--- src/rtl/decoder_sel_scanner.sv ---
// Scan controller that walks the decoder select from 0 to last_sel with a programmable dwell.
// Optional feature macro: SCAN_SKIP_EN adds skip_mask to jump over masked addresses.
module decoder_sel_scanner #(
    parameter int SEL_W   = 3,
    parameter int DWELL_W = 8
) (
    input  logic               clk,
    input  logic               rst,
    input  logic               start,
    input  logic               stop,
    input  logic               mode_cont,
    input  logic [DWELL_W-1:0] dwell,
    input  logic [SEL_W-1:0]   last_sel,
`ifdef SCAN_SKIP_EN
    input  logic [2**SEL_W-1:0] skip_mask,
`endif
    output logic [SEL_W-1:0]   s,
    output logic               s_valid,
    output logic               step,
    output logic               busy,
    output logic               done
);

    localparam int NADDR = 2**SEL_W;
    localparam int AW    = SEL_W + 1;

    localparam logic [0:0] S_IDLE = 1'b0;
    localparam logic [0:0] S_RUN  = 1'b1;

    logic [0:0]         r_state;
    logic [SEL_W-1:0]   r_s;
    logic               r_s_valid;
    logic               r_step;
    logic               r_busy;
    logic               r_done;
    logic [DWELL_W-1:0] r_cnt;
    logic [DWELL_W-1:0] r_dwell;
    logic [SEL_W-1:0]   r_last;
    logic               r_cont;

    logic [NADDR-1:0]   w_mask_in;
    logic [NADDR-1:0]   w_mask_run;
    logic [AW-1:0]      w_first;
    logic [AW-1:0]      w_next;
    logic [AW-1:0]      w_wrap;

`ifdef SCAN_SKIP_EN
    logic [NADDR-1:0]   r_mask;
    assign w_mask_in  = skip_mask;
    assign w_mask_run = r_mask;
`else
    assign w_mask_in  = '0;
    assign w_mask_run = '0;
`endif

    // Lowest unmasked address in [base, last]; MSB of the result flags a hit.
    function automatic logic [AW-1:0] f_seek(
        input logic [NADDR-1:0] mask,
        input logic [AW-1:0]    base,
        input logic [SEL_W-1:0] last
    );
        logic [AW-1:0] res;
        res = '0;
        for (int i = NADDR - 1; i >= 0; i--) begin
            if (!mask[i] && (AW'(i) >= base) && (SEL_W'(i) <= last))
                res = {1'b1, SEL_W'(i)};
        end
        return res;
    endfunction

    assign w_first = f_seek(w_mask_in, '0, last_sel);
    assign w_next  = f_seek(w_mask_run, {1'b0, r_s} + AW'(1), r_last);
    assign w_wrap  = f_seek(w_mask_run, '0, r_last);

    always_ff @(posedge clk or posedge rst) begin
        if (rst) begin
            r_state   <= S_IDLE;
            r_s       <= '0;
            r_s_valid <= 1'b0;
            r_step    <= 1'b0;
            r_busy    <= 1'b0;
            r_done    <= 1'b0;
            r_cnt     <= '0;
            r_dwell   <= '0;
            r_last    <= '0;
            r_cont    <= 1'b0;
`ifdef SCAN_SKIP_EN
            r_mask    <= '0;
`endif
        end else begin
            r_step <= 1'b0;
            r_done <= 1'b0;
            unique case (r_state)
                S_IDLE: begin
                    if (start && !stop && w_first[SEL_W]) begin
                        r_dwell   <= dwell;
                        r_last    <= last_sel;
                        r_cont    <= mode_cont;
`ifdef SCAN_SKIP_EN
                        r_mask    <= skip_mask;
`endif
                        r_state   <= S_RUN;
                        r_s       <= w_first[SEL_W-1:0];
                        r_s_valid <= 1'b1;
                        r_busy    <= 1'b1;
                        r_step    <= 1'b1;
                        r_cnt     <= dwell;
                    end
                end
                S_RUN: begin
                    // Abort wins over hold expiry and never produces done.
                    if (stop) begin
                        r_state   <= S_IDLE;
                        r_s       <= '0;
                        r_s_valid <= 1'b0;
                        r_busy    <= 1'b0;
                    end else if (r_cnt != '0) begin
                        r_cnt <= r_cnt - DWELL_W'(1);
                    end else if (w_next[SEL_W]) begin
                        r_s    <= w_next[SEL_W-1:0];
                        r_step <= 1'b1;
                        r_cnt  <= r_dwell;
                    end else if (r_cont) begin
                        r_s    <= w_wrap[SEL_W-1:0];
                        r_step <= 1'b1;
                        r_cnt  <= r_dwell;
                    end else begin
                        r_state   <= S_IDLE;
                        r_s       <= '0;
                        r_s_valid <= 1'b0;
                        r_busy    <= 1'b0;
                        r_done    <= 1'b1;
                    end
                end
                default: begin
                    r_state   <= S_IDLE;
                    r_s       <= '0;
                    r_s_valid <= 1'b0;
                    r_busy    <= 1'b0;
                end
            endcase
        end
    end

    assign s       = r_s;
    assign s_valid = r_s_valid;
    assign step    = r_step;
    assign busy    = r_busy;
    assign done    = r_done;

endmodule

--- config.mk ---
export PLATFORM = sky130hd
export DESIGN_NAME = decoder_sel_scanner
export DESIGN_NICKNAME = d
export VERILOG_FILES = /design/src/rtl/decoder_sel_scanner.sv
export SDC_FILE = /design/constraint.sdc
export NUM_CORES = 1
export LEC_CHECK = 0
export ABC_AREA = 0
export CAP_MARGIN = 15
export CORE_UTILIZATION = 45
export CTS_CLUSTER_SIZE = 12
export DETAILED_ROUTE_END_ITERATION = 12
export GPL_ROUTABILITY_DRIVEN = 1
export PLACE_DENSITY = 0.76
export SYNTH_ARGS = -nofsm -noshare
export SYNTH_HDL_FRONTEND = slang
export SYNTH_SLANG_ARGS = --single-unit
--- constraint.sdc ---
create_clock -name clk -period 2.7 [get_ports clk]
set_clock_uncertainty 0.2 [all_clocks]
set_input_delay 0.81 -clock clk [delete_from_list [all_inputs] [get_ports clk]]
set_output_delay 0.81 -clock clk [all_outputs]
set_load 0.02 [all_outputs]
# Word level (Yosys, flattened, before mapping)
# Index checks and enable logic that the tools add are counted.
[word_totals]
wordCells = 114
ff_bits = 27
in_bits = 16
[classes]
n_mux = 56
n_bitwise = 1
reduce_logical = 16
n_eq_ne = 6
n_addsub = 2
n_lt_le_gt_ge = 24
[op_table]
columns = ["cell", "count"]
rows = [
  ["two-way mux 4 bit", 16],
  ["two-way mux 8 bit", 5],
  ["two-way mux 3 bit", 13],
  ["less-or-equal comparator 3 bit (first input constant)", 8],
  ["two-way mux 1 bit", 17],
  ["greater-or-equal comparator 3 x 4 -> 1 bit (first input constant)", 4],
  ["one-hot mux 8 bit (2 select lines)", 1],
  ["less-or-equal comparator 1 x 3 -> 1 bit (first input constant)", 4],
  ["less-or-equal comparator 2 x 3 -> 1 bit (first input constant)", 4],
  ["logical AND 1 bit", 10],
  ["!= test 3 bit (second input constant)", 3],
  ["greater-or-equal comparator 1 x 4 -> 1 bit (first input constant)", 2],
  ["greater-or-equal comparator 2 x 4 -> 1 bit (first input constant)", 2],
  ["nonzero test 8 bit", 1],
  ["subtractor 8 x 1 -> 8 bit (second input constant)", 1],
  ["one-hot mux 1 bit (2 select lines)", 3],
  ["one-hot mux 3 bit (2 select lines)", 1],
  ["adder 3 x 1 -> 4 bit (second input constant)", 1],
  ["!= test 2 bit (second input constant)", 2],
  ["!= test 4 x 1 -> 1 bit (second input constant)", 1],
  ["AND reduction 2 bit", 2],
  ["AND reduction 4 bit", 1],
  ["AND reduction 3 bit", 1],
  ["logical NOT 1 bit", 1],
  ["inverter 1 bit", 1],
]

# Depth between registers and ports, before layout
# Gate-level depths: netlist of the first run.
[logic_depth]
depth_word = 15
depth_mapped = 8
depth_no_buf = 7

# Least setup slack after synthesis of the first run
# Ideal clock, no wire load.
[synth_timing]
path_kind = "register to register"
startpoint = "register r_cnt[0]"
endpoint = "register r_cnt[1]"
required_ns = 2.375
stages_incl_launch_ff = 8
setup_time_ns = 0.125
path_slack_ns = 0.269
arrival_ns = 2.106
n_path_buf = 0
synth_period_minus_slack_ns = 2.431
path_cell_list = "dfrtp_1 inv_1 ha_1 nor3b_1 nand2_2 or3_4 o22ai_4 mux2_4"
[synth_between]
elab_chain_len = 4
elab_cells_between_ends = 7
[synth_lines]
columns = ["element", "line", "source"]
rows = [
  ["start: declaration", "36", "logic [DWELL_W-1:0] r_cnt;"],
  ["start signal: assignment", "107", "r_cnt <= dwell;"],
  ["start signal: assignment", "118", "r_cnt <= r_cnt - DWELL_W'(1);"],
  ["start signal: assignment", "122", "r_cnt <= r_dwell;"],
  ["subtractor 8 x 1 -> 8 bit / nonzero test 8 bit (equally long branches)", "118, 117", ""],
  ["two-way mux 8 bit", "117", "end else if (r_cnt != '0) begin"],
  ["two-way mux 8 bit", "112", "if (stop) begin"],
  ["one-hot mux 8 bit (2 select lines)", "93", "unique case (r_state)"],
]
# Parallel ways exist; a longest one is shown, timed or not. The select of a mux whose other input is x is not followed.
# A chain may end at the register's enable or synchronous reset.

# Final worst setup path of the first run
[layout_timing]
startpoint = "register r_s[2] (netlist: s[2])"
endpoint = "output s[2]"
[layout_lines]
columns = ["element", "line", "source"]
rows = [
  ["start: declaration", "31", "logic [SEL_W-1:0] r_s;"],
  ["start signal: assignment", "103", "r_s <= w_first[SEL_W-1:0];"],
  ["start signal: assignment", "120", "r_s <= w_next[SEL_W-1:0];"],
  ["start signal: assignment", "124", "r_s <= w_wrap[SEL_W-1:0];"],
  ["end: declaration", "17", "output logic [SEL_W-1:0] s,"],
]
# No word-level cell between the ends.

==> run metrics, run 1 <==
YS warnings 0; Slew headroom 0.693; Max-Cap Viols 0; Sink Count 27; Total GRT Usage 0.203; combinational share of power 0.377; R2R cell count 7; Min-Delay Path Class flop to flop; Syn Area/Cell 8.98 um^2; Setup Fix Bufs, Post-CTS 0; input/output buffers 22; Synth cell types 46; clock share of power 0.174; Hold Fails Final Rpt 0; WL final 3660 um; Power Internal 0.892 mW; Max Fclk 400 MHz; Post-CTS Hold Buffers 0; Area after DPL 2050 um^2; DRT Pass-1 Iters 4; slowest CP cell clkdlybuf4s50_1; CP peak stage delay 0.67 ns; post-synth top area cell dfrtp_1; ANT cells 0; Post-Synthesis Cell Area 1700 um^2; RSZ-0062 raised after global routing no; synth top area cells dfrtp_1 (40%), nand2_1 (7.3%), mux2_4 (4.4%), o21ai_0 (3.5%), a21oi_1 (3.2%); flops & latches, synth 27; Sw Ratio 0.364; crit start category flop; slew at the pin with the worst max-slew slack 0.450 ns; layout cells sized above 1 0.142; CTS tree yes; Post-Layout Inst Area 2100 um^2; Placed Cells 261; Reg2Reg Capture Point r_cnt[4]; Routed Antenna Nets 0; most frequent cell after synthesis nand2_1; most frequent cells after synthesis nand2_1 (33), dfrtp_1 (27), inv_1 (14); Seq/Total Area, Yosys 0.398; Post-Synthesis Cells 189; crit path time final 2.50 ns; Slew Viols, Final 0; GRT met3 Usage 0.0199; cell family with the largest share of critical-path delay buffers and inverters; FF-to-FF setup slack 0.22 ns; die width 63.4 um; PwrDens 669 nW/um^2; core area 3470 um^2; first-pass GRT wire length 6450 um; CP cell instances clkdlybuf4s50_1; CTS resizes 0; Residual DRC 0; largest net degree at the start of global routing 28; Switch Pwr 0.510 mW; grt met2 use 0.301; CTS clock-pin slew for the worst setup and hold paths 0.10 ns; Crit. End Element output pin; worst r2r src s[0]; post-DP HPWL 2670 um; Max H-tree Level 1; clk buf depth 2; run status complete, no violations; Worst Hold End r_dwell[0]; Max VDD drop 0.387 mV; critical path data required time 1.69 ns; Leakage Power 0.922 nW; number of core rows 21; total power 1.40 mW; ys async rst share 1.00; crit path kind flop to output pin; vias in the first global route 1383; Final WS setup 0.201 ns; routability cong. 0.843; worst-path fanout max 12; HP Start r_dwell[0]; Clock Tree Root clkbuf_8; num ports 23; hold depth 2; vias per cell 5.56; final cell count without fillers 265; via count 1473; period utilization 0.926; CTS Buf Count 3; DP Worst Slack -0.0309 ns; GR Util met1 0.297; total grt overflow 0; Final TNS setup 0 ns; worst path arrival time 1.49 ns; area grow syn2layout 23.6%; post-layout util 0.605; antenna violations before repair 0; EDFF count, synth 0; WP buf/inv 1; fin nets 240; Starting Density 0.489; post-DR wirelength/cell 13.8 um; syn_nets 209; ys flop type dfrtp_1; die area 4020 um^2; DRT iter0 DRCs 56; worst hold margin 0.288 ns; # setup viols final 0; Clk Latency, worst-skew pair 0.28 ns; Die H 63.4 um; post-synth top area share 0.398; sequential share of power 0.449; grt peak-use layer met2
[per-layer routing]
| layer | vias to the layer above | share of wire |
|---|---|---|
| li1 | 741 | - |
| met1 | 689 | 0.51 |
| met2 | 33 | 0.44 |
| met3 | 10 | 0.030 |
| met4 | 0 | 0.028 |
| met5 | - | 0 |
[registers in the layout, summed over array words and instances, names as in the netlist]
signal and cells:
done 1, r_cont 1, r_last 3, r_dwell 8
s 3, s_valid 1, step 1, r_state 1
r_cnt 8
[cell type report]
cell class,count,area (um^2)
timing repair buffer,35,330
fill,312,1370
sequential,27,676
inverter,14,52.6
clock buffer,4,45.0
tap,46,57.6
multi-input combinational,139,936
[power groups by stage]
stage | Sequential (mW) | Clock (mW) | Combinational (mW)
after CTS | 0.627 | 0.245 | 0.529
after floorplan | 0.606 | 0 | 0.375
final | 0.630 | 0.245 | 0.528
after global placement | 0.629 | 0 | 0.517
after detailed placement | 0.636 | 0 | 0.526
after global routing | 0.649 | 0.260 | 0.585
[cells by family (layout without fill, tap and decap cells)]
| family | Yosys count | after routing | share of synthesized area |
|---|---|---|---|
| compound gates | 57 | 57 | 0.233 |
| xor+xnor | 3 | 3 | 0.0155 |
| fa+ha+maj | 5 | 5 | 0.0354 |
| buf+inv | 23 | 53 | 0.0531 |
| flops | 27 | 27 | 0.398 |
| mux | 8 | 8 | 0.0634 |
| simple gates | 66 | 66 | 0.201 |
[cell usage in the layout, fill, tap and decap left out, drive strengths merged, types with 2 or more instances in the layout]
master	instances
o41ai	3
mux2	7
o221ai	2
a21o	3
nand2	34
inv	14
and2	2
o21ai	12
o211ai	3
or4	3
a21oi	11
clkbuf	4
ha	4
clkdlybuf4s50	22
nor2	5
nand2b	3
xor2	2
a22o	2
o31ai	4
a31oi	3
nor3	2
nand3	3
buf	13
nor3b	5
nor2b	4
o2bb2ai	2
o22ai	4
nand3b	2
dfrtp	27
[worst max-delay path by stage]
stage / start / end / slack [ns] / depth (start not counted)
floorplan: r_cnt[0] / r_cnt[1] / 0.27 / 7
global placement: start / r_cnt[1] / 0.01 / 6
detailed placement: start / r_cnt[4] / -0.03 / 6
CTS: s[2] / s[2] / 0.19 / 1
global route: s[0] / r_cnt[2] / 0.10 / 7
finish: s[2] / s[2] / 0.20 / 1
(Power assumes the default switching activity.)
==> run 2: changes to the inputs <==
==> constraint.sdc (replaced) <==
create_clock -name clk -period 2.7 [get_ports clk]
set_clock_uncertainty 0.2 [all_clocks]
set_input_delay 0.27 -clock clk [delete_from_list [all_inputs] [get_ports clk]]
set_output_delay 0.27 -clock clk [all_outputs]
set_load 0.02 [all_outputs]
==> run metrics, run 2 (synthesis gave the netlist of run 1 again) <==
worst r2r src s[0]; period utilization 0.917; cell family with the largest share of critical-path delay compound AO/OA/AOI/OAI gates; CP peak stage delay 0.47 ns; crit path time final 2.48 ns; ANT cells 0; Critical Path Stages 7; Clk Latency, worst-skew pair 0.27 ns; Clock Tree Root clkbuf_8; most common cell after layout, fill and taps aside nand2_1; total power 1.37 mW; input/output buffers 22; crit path kind flop to flop; antenna violations before repair 0; Sink Count 27; DRT iter0 DRCs 61; commonest cells after routing, fill and taps aside nand2_1 (33), dfrtp_1 (27), clkdlybuf4s50_1 (22); WL final 3580 um; DRT Pass-1 Iters 4; Sw Ratio 0.361; first-pass GRT wire length 6200 um; CTS tree yes; Leakage Power 0.893 nW; CTS Buf Count 3; post-DR wirelength/cell 13.8 um; Max Fclk 404 MHz; Power Internal 0.876 mW; clock share of power 0.168; die width 63.4 um; Crit. End Element flop; Max H-tree Level 1; post-DP HPWL 2590 um; worst path arrival time 2.43 ns; Max-Cap Viols 0; Reg2Reg Capture Point r_cnt[0]; WP buf/inv 1; critical path data required time 2.65 ns; Post-CTS Hold Buffers 0; die area 4020 um^2; crit start category flop; vias in the first global route 1336; R2R cell count 7; vias per cell 5.56; CTS resizes 0; CP cell instances inv_1 -> ha_1 -> a21oi_1 -> a21oi_1 -> o22a_1 -> o31ai_1 -> o311ai_0; sequential share of power 0.458; post-layout util 0.590; combinational share of power 0.374; Min-Delay Path Class primary input to async pin; routability cong. 0.880; worst-path fanout max 8; Slew Viols, Final 0; Final TNS setup 0 ns; number of core rows 21; RSZ-0062 raised after global routing no; Die H 63.4 um; end of the critical path r_cnt[0]; PwrDens 669 nW/um^2; slew at the pin with the worst max-slew slack 0.511 ns; fin nets 235; most used cell, CP a21oi_1; clk buf depth 2; Hold Fails Final Rpt 0; Setup Fix Bufs, Post-CTS 0; num ports 23; Routed Antenna Nets 0; slowest CP cell dfrtp_1; layout cells sized above 1 0.121; Starting Density 0.489; run status complete, no violations; core area 3470 um^2; FF-to-FF setup slack 0.22 ns; total grt overflow 0; CP startpoint s[0]; Switch Pwr 0.494 mW; # setup viols final 0; Slew headroom 0.658; CTS clock-pin slew for the worst setup and hold paths 0.09 ns; largest net degree at the start of global routing 28; Total GRT Usage 0.191; Residual DRC 0; area grow syn2layout 20.6%; Max VDD drop 0.411 mV; via count 1446; Top Registers r_cnt (8), r_dwell (8)
[run 2: cell count changes in the layout (fill, tap and decap cells not counted), sizes merged]
cell | before | now
buf | 13 | 8
[run 2: worst min-delay path by stage]
stage / depth (start not counted) / endpoint / from
after global placement: 2 / r_dwell[4] / r_dwell[4]
after global routing: 3 / step / rst
after floorplan: 1 / done / rst
after CTS: 3 / r_dwell[7] / rst
after detailed placement: 2 / r_dwell[7] / r_dwell[7]
final: 3 / r_dwell[7] / rst
[run 2: final cells by class]
class / instances / area [um^2]
Tap cell: 46 / 57.6
Multi-Input combinational cell: 139 / 936
Timing Repair Buffer: 30 / 280
Clock buffer: 4 / 45.0
Fill cell: 326 / 1420
Sequential cell: 27 / 676
Inverter: 14 / 52.6
[run 2: worst min-delay path, stage by stage]
cell	delay [ns]
clkdlybuf4s50_1	0.39
inv_1	0.05
buf_4	0.32
[run 2: power groups by stage]
stage / Sequential (mW) / Clock (mW) / Combinational (mW)
floorplan: 0.606 / 0 / 0.375
global route: 0.646 / 0.252 / 0.570
finish: 0.628 / 0.230 / 0.512
detailed placement: 0.635 / 0 / 0.506
CTS: 0.626 / 0.233 / 0.512
global placement: 0.628 / 0 / 0.499
[run 2: metal layers]
layer	wire length (um)	global-route usage
met3	168	0.0163
met5	0	0
met2	1630	0.293
met4	27	0.0455
met1	1750	0.288
[run 2: through the flow]
stage | hold WS [ns] | cell area, um^2 | setup WS, ns | std cells
detailed placement | 0.272 | 2000 | 0.254 | 256
floorplan | 0.123 | 1700 | 0.269 | 189
global placement | 0.263 | 2000 | 0.295 | 256
global route | 0.197 | 2050 | 0.0108 | 260
finish | 0.155 | 2050 | 0.224 | 260
CTS | 0.173 | 2050 | 0.237 | 260
==> run 3: changes to the inputs <==
==> constraint.sdc (replaced) <==
create_clock -name clk -period 2.9 [get_ports clk]
set_clock_uncertainty 0.2 [all_clocks]
set_input_delay 0.29 -clock clk [delete_from_list [all_inputs] [get_ports clk]]
set_output_delay 0.29 -clock clk [all_outputs]
set_load 0.02 [all_outputs]
==> run metrics, run 3 (synthesis gave the netlist of run 1 again) <==
crit path time final 2.61 ns; Max VDD drop 0.348 mV; ANT cells 0; slowest CP cell dfrtp_1; num ports 23; Hold Fails Final Rpt 0; FF-to-FF setup slack 0.29 ns; CTS Buf Count 3; Max H-tree Level 1; DRT iter0 DRCs 116; Max-Cap Viols 0; fin nets 232; Setup Fix Bufs, Post-CTS 0; vias per cell 5.46; WL final 3440 um; DRT Pass-1 Iters 5; number of core rows 21; Starting Density 0.489; total grt overflow 0; die area 4020 um^2; antenna violations before repair 0; largest net degree at the start of global routing 28; core area 3470 um^2; post-DP HPWL 2460 um; Die H 63.4 um; DP Worst Slack 0.319 ns; commonest cells after routing, fill and taps aside nand2_1 (33), dfrtp_1 (27), clkdlybuf4s50_1 (22); Clock Tree Root clkbuf_8; CP peak stage delay 0.46 ns; worst-path fanout max 7; vias in the first global route 1248; RSZ-0062 raised after global routing no; Final WS setup 0.288 ns; Crit. End Element flop; Residual DRC 0; clk buf depth 2; Reg2Reg Capture Point r_cnt[4]; Min-Delay Path Class primary input to async pin; most common cell after layout, fill and taps aside nand2_1; Slew Viols, Final 0; # setup viols final 0; PwrDens 619 nW/um^2; worst path arrival time 2.57 ns; Top Registers r_cnt (8), r_dwell (8); R2R cell count 7; worst r2r src r_cnt[0]; CTS tree yes; die width 63.4 um; Final TNS setup 0 ns; Fill cells 313; CP cell instances inv_1 -> ha_1 -> nor3b_1 -> nand2_2 -> or3_4 -> o22ai_4 -> mux2_4; Sink Count 27; WP buf/inv 1; crit path kind flop to flop; Clk Latency, worst-skew pair 0.27 ns; slew at the pin with the worst max-slew slack 0.519 ns; via count 1403; area grow syn2layout 19.3%; Leakage Power 0.878 nW; run status complete, no violations; CTS resizes 0; Total GRT Usage 0.191; cell family with the largest share of critical-path delay simple AND/OR/NAND/NOR gates; input/output buffers 22; CP startpoint r_cnt[0]; crit start category flop; layout cells sized above 1 0.109; Max Fclk 383 MHz; Slew headroom 0.645; worst hold margin 0.176 ns; Post-CTS Hold Buffers 0; period utilization 0.901; post-DR wirelength/cell 13.4 um; CTS clock-pin slew for the worst setup and hold paths 0.09 ns; first-pass GRT wire length 6070 um; routability cong. 0.872; Routed Antenna Nets 0; critical path data required time 2.86 ns
## run 3: per-stage QoR
stage | utilization | std cells | power [mW] | area, um^2
after global routing | 0.584 | 257 | 1.35 | 2020
after detailed placement | 0.571 | 253 | 1.04 | 1980
after CTS | 0.584 | 257 | 1.26 | 2020
after global placement | 0.571 | 253 | 1.04 | 1980
final | 0.584 | 257 | 1.25 | 2020
after floorplan | - | 189 | 0.914 | 1700
## run 3: how the worst max path moves through the flow
stage                to  slack [ns]  cells after the start
6_report       r_cnt[4]        0.29                      7
2_1_floorplan  r_cnt[1]        0.47                      7
4_1_cts        r_cnt[7]        0.30                      7
3_5_place_dp   r_cnt[4]        0.32                      7
5_1_grt        r_cnt[0]        0.14                      7
3_3_place_gp   r_cnt[3]        0.38                      7
## run 3: layout make-up
class / instances / area [um^2] / area share
repair buffers: 27 / 258 / 0.127
flip-flops and latches: 27 / 676 / 0.334
multi-input cells: 139 / 936 / 0.462
clock buffers: 4 / 45.0 / 0.0222
well taps: 46 / 57.6 / 0.0284
inverters: 14 / 52.6 / 0.0260
## run 3: report_power, final
part | switching (mW) | internal [mW] | total (mW) | leakage (nW)
logic | 0.212 | 0.241 | 0.453 | 0.518
registers | 0.124 | 0.464 | 0.589 | 0.337
clock network | 0.113 | 0.0983 | 0.211 | 0.0228
total | 0.449 | 0.804 | 1.25 | 0.878
## run 3: layer usage
layer / up-vias / global-route usage / routed length, um
met5: - / 0 / 0
li1: 723 / - / -
met1: 630 / 0.312 / 1730
met2: 48 / 0.257 / 1480
met4: 0 / 0.0426 / 27
met3: 2 / 0.0290 / 202
## run 3: worst register-to-register path, cell delays in order (launching register included)
cell and delay (ns):
dfrtp_1 0.46, inv_1 0.13, ha_1 0.28, nor3b_1 0.33, nand2_2 0.10, or3_4 0.39
o22ai_4 0.29, mux2_4 0.34
